File: src/rtl/spi_rdid_pkg.sv
`timescale 1ns/1ps
// Shared constants and encodings for the M25P16 RDID reader.
package spi_rdid_pkg;

    localparam logic [7:0]  RDID_CMD_DEFAULT = 8'h9F;
    localparam int unsigned CMD_BITS         = 8;
    localparam int unsigned ID_BITS          = 24;

    typedef enum logic [1:0] {
        ST_IDLE,
        ST_CMD,
        ST_READ,
        ST_DONE
    } rdid_state_e;

    typedef enum logic [1:0] {
        SEL_CAP    = 2'b00,
        SEL_TYPE   = 2'b01,
        SEL_MAN    = 2'b10,
        SEL_ALL_ON = 2'b11
    } led_sel_e;

endpackage

File: src/rtl/spi_rdid_debounce.sv
`timescale 1ns/1ps
// Two-flop synchronizer followed by a lock-out debouncer; emits a one-cycle
// pulse on each rising edge of the debounced level.
module spi_rdid_debounce #(
    parameter int unsigned DEBOUNCE_BITS = 16
) (
    input  logic clk,
    input  logic rst_n,
    input  logic btn_raw,
    output logic rise_pulse
);

    logic                     sync1_q, sync2_q;
    logic                     db_q, db_d;
    logic                     lock_q, lock_d;
    logic [DEBOUNCE_BITS-1:0] cnt_q, cnt_d;
    logic                     pulse_q, pulse_d;

    always_comb begin
        db_d   = db_q;
        lock_d = lock_q;
        cnt_d  = cnt_q;
        if (!lock_q) begin
            if (sync2_q != db_q) begin
                db_d   = sync2_q;
                lock_d = 1'b1;
                cnt_d  = '0;
            end
        end else if (cnt_q == '1) begin
            // Lock-out expired: catch up with a level that changed meanwhile.
            cnt_d = '0;
            if (sync2_q != db_q) begin
                db_d = sync2_q;
            end else begin
                lock_d = 1'b0;
            end
        end else begin
            cnt_d = cnt_q + 1'b1;
        end
        pulse_d = db_d & ~db_q;
    end

    always_ff @(posedge clk or negedge rst_n) begin
        if (!rst_n) begin
            sync1_q <= 1'b0;
            sync2_q <= 1'b0;
            db_q    <= 1'b0;
            lock_q  <= 1'b0;
            cnt_q   <= '0;
            pulse_q <= 1'b0;
        end else begin
            sync1_q <= btn_raw;
            sync2_q <= sync1_q;
            db_q    <= db_d;
            lock_q  <= lock_d;
            cnt_q   <= cnt_d;
            pulse_q <= pulse_d;
        end
    end

    assign rise_pulse = pulse_q;

endmodule

File: src/rtl/spi_rdid_ledmux.sv
`timescale 1ns/1ps
// Selects which ID byte is shown on the LEDs.
module spi_rdid_ledmux
    import spi_rdid_pkg::*;
(
    input  logic [1:0] sel,
    input  logic [7:0] man_id,
    input  logic [7:0] mem_type,
    input  logic [7:0] mem_cap,
    output logic [7:0] led
);

    always_comb begin
        led = '1;
        case (sel)
            SEL_CAP:    led = mem_cap;
            SEL_TYPE:   led = mem_type;
            SEL_MAN:    led = man_id;
            SEL_ALL_ON: led = '1;
            default:    led = '1;
        endcase
    end

endmodule

File: src/rtl/spi_rdid_top.sv
`timescale 1ns/1ps
// Button-triggered JEDEC RDID read of an M25P16 over SPI mode 0, with the
// three returned ID bytes shown on eight LEDs.
module spi_rdid_top
    import spi_rdid_pkg::*;
#(
    parameter int unsigned DEBOUNCE_BITS = 16,
    parameter logic [7:0]  RDID_CMD      = RDID_CMD_DEFAULT
) (
    input  logic       CCLK,
    input  logic       rst_n,
    input  logic       reset_btn,
    input  logic       get_rdid_btn,
    input  logic [1:0] SW,
    input  logic       SPIMISO,
    output logic       SPICLK,
    output logic       SPIMOSI,
    output logic       chip_select,
    output logic       LD0,
    output logic       LD1,
    output logic       LD2,
    output logic       LD3,
    output logic       LD4,
    output logic       LD5,
    output logic       LD6,
    output logic       LD7
);

    logic        clr_pulse, get_pulse;
    rdid_state_e state_q, state_d;
    logic [4:0]  bit_cnt_q, bit_cnt_d;
    logic [6:0]  cmd_sr_q, cmd_sr_d;
    logic [23:0] rx_sr_q, rx_sr_d;
    logic        sclk_q, sclk_d;
    logic        mosi_q, mosi_d;
    logic        cs_n_q, cs_n_d;
    logic [7:0]  man_q, man_d, typ_q, typ_d, cap_q, cap_d;
    logic [7:0]  LED;

    spi_rdid_debounce #(.DEBOUNCE_BITS(DEBOUNCE_BITS)) u_reset_db (
        .clk        (CCLK),
        .rst_n      (rst_n),
        .btn_raw    (reset_btn),
        .rise_pulse (clr_pulse)
    );

    spi_rdid_debounce #(.DEBOUNCE_BITS(DEBOUNCE_BITS)) u_get_db (
        .clk        (CCLK),
        .rst_n      (rst_n),
        .btn_raw    (get_rdid_btn),
        .rise_pulse (get_pulse)
    );

    always_comb begin
        state_d   = state_q;
        bit_cnt_d = bit_cnt_q;
        cmd_sr_d  = cmd_sr_q;
        rx_sr_d   = rx_sr_q;
        sclk_d    = sclk_q;
        mosi_d    = mosi_q;
        cs_n_d    = cs_n_q;
        man_d     = man_q;
        typ_d     = typ_q;
        cap_d     = cap_q;
        if (clr_pulse) begin
            state_d   = ST_IDLE;
            bit_cnt_d = '0;
            sclk_d    = 1'b0;
            mosi_d    = 1'b0;
            cs_n_d    = 1'b1;
            man_d     = '0;
            typ_d     = '0;
            cap_d     = '0;
        end else begin
            case (state_q)
                ST_IDLE: begin
                    if (get_pulse) begin
                        state_d   = ST_CMD;
                        bit_cnt_d = '0;
                        cs_n_d    = 1'b0;
                        sclk_d    = 1'b0;
                        mosi_d    = RDID_CMD[7];
                        cmd_sr_d  = RDID_CMD[6:0];
                    end
                end
                ST_CMD: begin
                    if (!sclk_q) begin
                        sclk_d = 1'b1;
                    end else begin
                        // Falling SPICLK: present the next command bit.
                        sclk_d   = 1'b0;
                        mosi_d   = cmd_sr_q[6];
                        cmd_sr_d = {cmd_sr_q[5:0], 1'b0};
                        if (bit_cnt_q == 5'(CMD_BITS - 1)) begin
                            bit_cnt_d = '0;
                            state_d   = ST_READ;
                        end else begin
                            bit_cnt_d = bit_cnt_q + 5'd1;
                        end
                    end
                end
                ST_READ: begin
                    if (!sclk_q) begin
                        sclk_d  = 1'b1;
                        rx_sr_d = {rx_sr_q[22:0], SPIMISO};
                    end else begin
                        sclk_d = 1'b0;
                        if (bit_cnt_q == 5'(ID_BITS - 1)) begin
                            bit_cnt_d = '0;
                            cs_n_d    = 1'b1;
                            state_d   = ST_DONE;
                        end else begin
                            bit_cnt_d = bit_cnt_q + 5'd1;
                        end
                    end
                end
                ST_DONE: begin
                    man_d   = rx_sr_q[23:16];
                    typ_d   = rx_sr_q[15:8];
                    cap_d   = rx_sr_q[7:0];
                    state_d = ST_IDLE;
                end
                default: state_d = ST_IDLE;
            endcase
        end
    end

    always_ff @(posedge CCLK or negedge rst_n) begin
        if (!rst_n) begin
            state_q   <= ST_IDLE;
            bit_cnt_q <= '0;
            cmd_sr_q  <= '0;
            rx_sr_q   <= '0;
            sclk_q    <= 1'b0;
            mosi_q    <= 1'b0;
            cs_n_q    <= 1'b1;
            man_q     <= '0;
            typ_q     <= '0;
            cap_q     <= '0;
        end else begin
            state_q   <= state_d;
            bit_cnt_q <= bit_cnt_d;
            cmd_sr_q  <= cmd_sr_d;
            rx_sr_q   <= rx_sr_d;
            sclk_q    <= sclk_d;
            mosi_q    <= mosi_d;
            cs_n_q    <= cs_n_d;
            man_q     <= man_d;
            typ_q     <= typ_d;
            cap_q     <= cap_d;
        end
    end

    spi_rdid_ledmux ledMux (
        .sel      (SW),
        .man_id   (man_q),
        .mem_type (typ_q),
        .mem_cap  (cap_q),
        .led      (LED)
    );

    assign SPICLK      = sclk_q;
    assign SPIMOSI     = mosi_q;
    assign chip_select = cs_n_q;
    assign {LD7, LD6, LD5, LD4, LD3, LD2, LD1, LD0} = LED;

endmodule

File: config.mk
export PLATFORM = sky130hd
export DESIGN_NAME = spi_rdid_top
export DESIGN_NICKNAME = d
export VERILOG_FILES = /design/src/rtl/spi_rdid_pkg.sv /design/src/rtl/spi_rdid_debounce.sv /design/src/rtl/spi_rdid_ledmux.sv /design/src/rtl/spi_rdid_top.sv
export SDC_FILE = /design/constraint.sdc
export NUM_CORES = 1
export LEC_CHECK = 0
export CORE_UTILIZATION = 40
export DETAILED_ROUTE_END_ITERATION = 12
export GPL_ROUTABILITY_DRIVEN = 0
export HOLD_SLACK_MARGIN = 0.02
export SETUP_SLACK_MARGIN = 0.5
export SLEW_MARGIN = 20
export SYNTH_ARGS = -nofsm -noshare
export SYNTH_HDL_FRONTEND = slang
export SYNTH_SLANG_ARGS = --single-unit
File: constraint.sdc
create_clock -name CCLK -period 3.3 [get_ports CCLK]
set_clock_uncertainty 0.05 [all_clocks]
set_input_delay 0.66 -clock CCLK [delete_from_list [all_inputs] [get_ports CCLK]]
set_output_delay 0.66 -clock CCLK [all_outputs]
set_load 0.03 [all_outputs]
After elaboration in Yosys (flattened, before gate mapping) --
Cells that the tools add are included.
Storage, ports and cells: flip-flop bits (word level) 107, output and inout port bits 11, input port bits 7, word-level logic and storage cells 122
Cells by class: mux-type cells 54, reductions and logical operators 18, equality and inequality tests 19, $add $sub $neg 3, bitwise gates (word level) 6
Operator list (number):
- 16-bit 2-to-1 mux | 6
- 8-bit 2-to-1 mux | 6
- 16-bit by 1-bit adder with 16-bit output, second input constant | 2
- 16-bit equality test, second input constant | 2
- 8-bit one-hot mux with 4 select lines | 1
- 5-bit 2-to-1 mux | 6
- 1-bit 2-to-1 mux | 21
- 5-bit one-hot mux with 3 select lines | 1
- 7-bit 2-to-1 mux | 2
- 7-bit one-hot mux with 2 select lines | 1
- 2-bit 2-to-1 mux | 6
- 3-bit by 2-bit != test with 1-bit output, second input constant | 4
- 4-bit AND reduction | 3
- 3-bit nonzero test | 3
- 2-bit equality test, second input constant | 4
- 2-bit one-hot mux with 4 select lines | 1
- 2-bit nonzero test | 4
- 1-bit one-hot mux with 2 select lines | 3
- 3-bit AND reduction | 2
- 5-bit by 1-bit adder with 5-bit output, second input constant | 1
- 5-bit by 3-bit equality test with 1-bit output, second input constant | 1
- 5-bit equality test, second input constant | 1
- 5-bit AND reduction | 1
- 2-bit by 1-bit equality test with 1-bit output, second input constant | 2
- other kinds (10) | 16

Logic depth before layout (Yosys ltp) --
word-level depth 5, mapped depth 9, depth with buffers taken out 7

Modules after synthesis --
Synthesis repeated with hierarchy kept, for this count alone.
Second synthesis, totals: cells, all modules 485, area total of the unflattened synthesis 5491.5 µm²
Modules (own cells, without submodules):
- spi_rdid_top | times used 1, area each 3005.4 µm², seq. area each 1627.8 µm², cells each 237
- spi_rdid_debounce | times used 2, area each 1147.4 µm², seq. area each 525.5 µm², cells each 114
- spi_rdid_ledmux | times used 1, area each 191.4 µm², seq. area each 0.0 µm², cells each 20

Worst setup path after synthesis --
No wires, ideal clock.
kind input-to-output, start in SW[0], end out LD0, path slack 0.929 ns, required time 2.590 ns, stages on the path 4, buffers on the path 2, arrival time 1.661 ns, cells stage by stage clkbuf_1 -> nand2b_1 -> clkbuf_1 -> o22a_1
Between the ends: word-level cells in the longest chain between the ends 2, elaborated cells on any way between the ends 5, those cells by class eq/ne (3); mux (1); reduce/logical (1)
Ends and longest elaborated chain:
- start: declaration | RTL line spi_rdid_top.sv:14 | input logic [1:0] SW,
- 2-bit equality test, or another cell as far along | RTL line spi_rdid_ledmux.sv:15 | case (sel)
- 8-bit one-hot mux with 4 select lines * | RTL line spi_rdid_ledmux.sv:15
- end: declaration | RTL line spi_rdid_top.sv:19 | output logic LD0,
Every way passes the cells marked *; elsewhere a longest branch is shown, timed or not.

Final worst setup path --
start in SW[1], end out LD2
Between the ends: word-level cells in the longest chain between the ends 2, elaborated cells on any way between the ends 5, those cells by class eq/ne (3); mux (1); reduce/logical (1)
Ends and longest elaborated chain:
- 2-bit equality test, or another cell as far along | RTL line spi_rdid_ledmux.sv:15
- 8-bit one-hot mux with 4 select lines * | RTL line spi_rdid_ledmux.sv:15
- end: declaration | RTL line spi_rdid_top.sv:21 | output logic LD2,
Marked as above.

==> results.py <==
metrics = {
    "status": {
        "status": "finished clean",
    },
    "route": {
        "drc": 0,
        "drtIter0Drc": 192,
        "wire_per_inst_um": 14.0,
        "postRouteAntennaNets": 0,
        "vias_per_cell": 5.29,
        "dr.pass1.iters": 6,
        "routed_wl_um": 9480,
        "vias": 3577,
    },
    "floorplan": {
        "rows": 41,
        "start_util_pct": 41.1,
        "chipWidth_um": 116,
        "die_h_um": 116,
        "boundaryPins": 18,
        "die_area_um2": 13500,
        "core_area_um2": 12700,
    },
    "pwr": {
        "vdd_drop_max_mv": 0.252,
        "p_seq_share_pct": 45.7,
        "p_leak_nw": 2.66,
        "p_switching_mw": 1.47,
        "cellPowerDensity_nw_per_um2": 728,
        "pwr-share-comb_pct": 30.1,
        "clock_power_share_pct": 24.2,
        "swShare_pct": 34.7,
        "p_int_mw": 2.76,
    },
    "sta": {
        "slew_headroom_pct": 55.3,
        "setup_slack_ps": 732,
        "fin_crit_sh_pct": 77.8,
        "worst_slew_pin_slew_ps": 669,
        "fmax_mhz": 389,
        "finalSetupViolCount": 0,
        "report.final.slew_viol_count": 0,
        "post-route-min-period_ps": 2570,
        "finalSetupTns_ps": 0,
        "rsz0062_at_grt": "false",
        "hold_violations": 0,
    },
    "layout": {
        "fin_area_um2": 5810,
        "layout_common_cells": "dfrtp_1, nor2_1, nand2_1",
        "regArea_um2": 2680,
        "multi_input_area_um2": 2370,
        "num-fill-cells": 1211,
        "diodes": 0,
        "drive_gt1_share_pct": 15.3,
        "area_growth_pct": 11.6,
        "fin_nets": 518,
        "final_common_cell": "dfrtp_1",
    },
    "logic_synthesis": {
        "synth-async-reset-ratio_pct": 100,
        "seq_area_frac_synth_pct": 51.4,
        "ys_types": 58,
        "synth_seq_cells": 107,
        "syn_nets": 509,
        "avgSynthCellArea_um2": 10.6,
        "ys.warnings.count": 0,
        "synthFlopType": "dfrtp_1",
        "syn_inst": 490,
        "syn_area_um2": 5210,
        "synth-edff-count": 0,
    },
    "cts": {
        "cts_num_sinks": 107,
        "cts_buffers": 9,
        "insertion_delay_ps": 350,
        "root_buffer": "clkbuf_16",
        "h-tree-depth": 3,
        "cts_tree": "built",
        "clockBufferDepth": 2,
        "clk_pin_slew_ps": 70,
        "hold_buffers": 0,
    },
    "worst_setup_path": {
        "worstSetupStartpoint": "SW[1]",
        "endpoint": "LD2",
        "cp_cell_sequence": "clkdlybuf4s50_1 -> nand2b_2 -> o22a_1 -> dlygate4sd2_1",
        "arrival_ps": 1860,
        "r2r-start": "state_q[0]$_DFFE_PN0P_",
        "cp-end-kind": "primary output",
        "critical-path-max-stage-delay_ps": 490,
        "r2r-end": "cmd_sr_q[2]$_DFFE_PN0P_",
        "cp.required_ps": 2590,
        "critical_path_class": "in2out",
        "reg2regPathDepth": 6,
        "worstPathMaxFanout": 8,
        "crit_path_start_kind": "primary input",
        "critPathSlowestCell": "clkdlybuf4s50_1",
        "r2r_slack_ps": 1160,
    },
    "placement": {
        "place_ws_ps": 53.4,
        "place_hpwl_um": 6410,
        "io_buffers": 17,
        "dpl_cell_area_um2": 5540,
    },
    "global_routing": {
        "antenna_found_initial": 0,
        "grt_remaining_overflow": 0,
        "grt_pass1_wl_um": 16300,
        "grt_max_degree": 86,
        "track_usage_pct": 15.7,
        "grt_pass1_vias": 3426,
    },
    "run": {
        "maxCapViolations": 0,
    },
    "worst_hold_path": {
        "hold_class": "in2async",
    },
}
==> worst min path at each step <==
| stage | endpoint | startpoint | cells after the start | slack (ps) |
|---|---|---|---|---|
| floorplan | u_get_db.sync2_q$_DFF_PN0_ | u_get_db.sync1_q$_DFF_PN0_ | 0 | 280 |
| global placement | u_reset_db.sync2_q$_DFF_PN0_ | u_reset_db.sync1_q$_DFF_PN0_ | 0 | 290 |
| detailed placement | u_reset_db.sync2_q$_DFF_PN0_ | u_reset_db.sync1_q$_DFF_PN0_ | 0 | 280 |
| CTS | bit_cnt_q[0]$_DFFE_PN0P_ | rst_n | 1 | 150 |
| global route | bit_cnt_q[4]$_DFFE_PN0P_ | rst_n | 1 | 170 |
| finish | bit_cnt_q[4]$_DFFE_PN0P_ | rst_n | 1 | 140 |
==> layout make-up <==
class	instances	share of cell area (%)
sequential	107	46.1
clock buffer	11	4.18
timing repair buffer	22	3.66
tap	172	3.70
clock inverter	5	0.603
inverter	14	0.904
multi-input combinational	345	40.8
==> layer usage <==
layer / routed length [µm] / vias up / track usage [%] / part of all wire [%]
met2: 4410 / 33 / 24.9 / 47
met3: 183 / 12 / 2.49 / 1.9
met4: 215 / 0 / 8.89 / 2.3
met5: 0 / - / 0 / 0
li1: - / 1771 / - / -
met1: 4670 / 1761 / 20.6 / 49
==> kinds of logic after synthesis <==
logic type / Yosys count / synth area share (%)
AOI/OAI and AO/OA: 106 / 13.0
xor gates and xnor gates: 1 / 0.168
adders and majority gates: 12 / 2.88
buffers and inverters: 38 / 3.15
DFF: 107 / 51.4
muxes: 62 / 12.7
and+or+nand+nor: 164 / 16.7
==> critical path: cells and delay by family <==
kind	cells	cell delay, ps
simple gates	1	130
buf+inv	2	840
compound gates	1	220
==> synth_stat cells, types with 2 or more instances <==
library cell	count	share of area (%)
nand2b_1	6	0.72
nor2_2	2	0.24
a22o_1	5	0.84
nand3_1	14	1.3
or2_2	3	0.36
inv_1	14	1.0
o31ai_1	2	0.29
clkbuf_1	9	0.65
nand4_2	3	0.72
nand4_1	5	0.60
a41oi_1	4	0.67
o21ai_1	3	0.29
mux2i_1	30	5.8
and4_1	2	0.34
o22ai_1	2	0.24
and3_1	5	0.60
o22a_1	8	1.3
buf_2	11	1.1
nand2_1	45	3.2
nor2_1	46	3.3
or3_1	2	0.24
a211oi_1	2	0.29
o21a_1	2	0.29
nor2b_1	9	1.1
dfrtp_1	106	51
a21oi_1	19	1.8
a31oi_1	18	2.2
buf_1	3	0.22
ha_1	12	2.9
nor3_1	6	0.58
nor3_2	3	0.58
mux2_2	32	6.9
o21ai_0	32	3.1
==> per-stage QoR <==
stage	hold WS [ps]	cells	power, mW	util [%]
floorplan	281	490	2.91	-
global placement	286	660	3.20	43.7
detailed placement	285	660	3.26	43.7
CTS	148	676	4.29	45.8
global route	166	676	4.53	45.9
finish	144	676	4.23	45.9
==> registers in the layout, indices dropped and copies added (netlist names), 2 cells and up <==
name              cells
cap_q                 8
state_q               2
bit_cnt_q             5
man_q                 8
rx_sr_q              24
typ_q                 8
u_reset_db.cnt_q     16
u_get_db.cnt_q       16
cmd_sr_q              7
==> power by group through the flow <==
stage / logic (mW) / clock network, mW / registers [mW]
floorplan: 1.04 / 0 / 1.86
global placement: 1.26 / 0 / 1.95
detailed placement: 1.30 / 0 / 1.95
CTS: 1.30 / 1.06 / 1.93
global route: 1.44 / 1.11 / 1.98
finish: 1.27 / 1.02 / 1.93
==> what timing repair did <==
| action | in CTS | in global routing |
|---|---|---|
| gates resized for setup | 11 | 1 |
| endpoints found under the setup margin | 8 | 1 |
| setup buffers | 0 | 0 |
| pin swaps | 0 | 0 |
(Power assumes the default switching activity.)
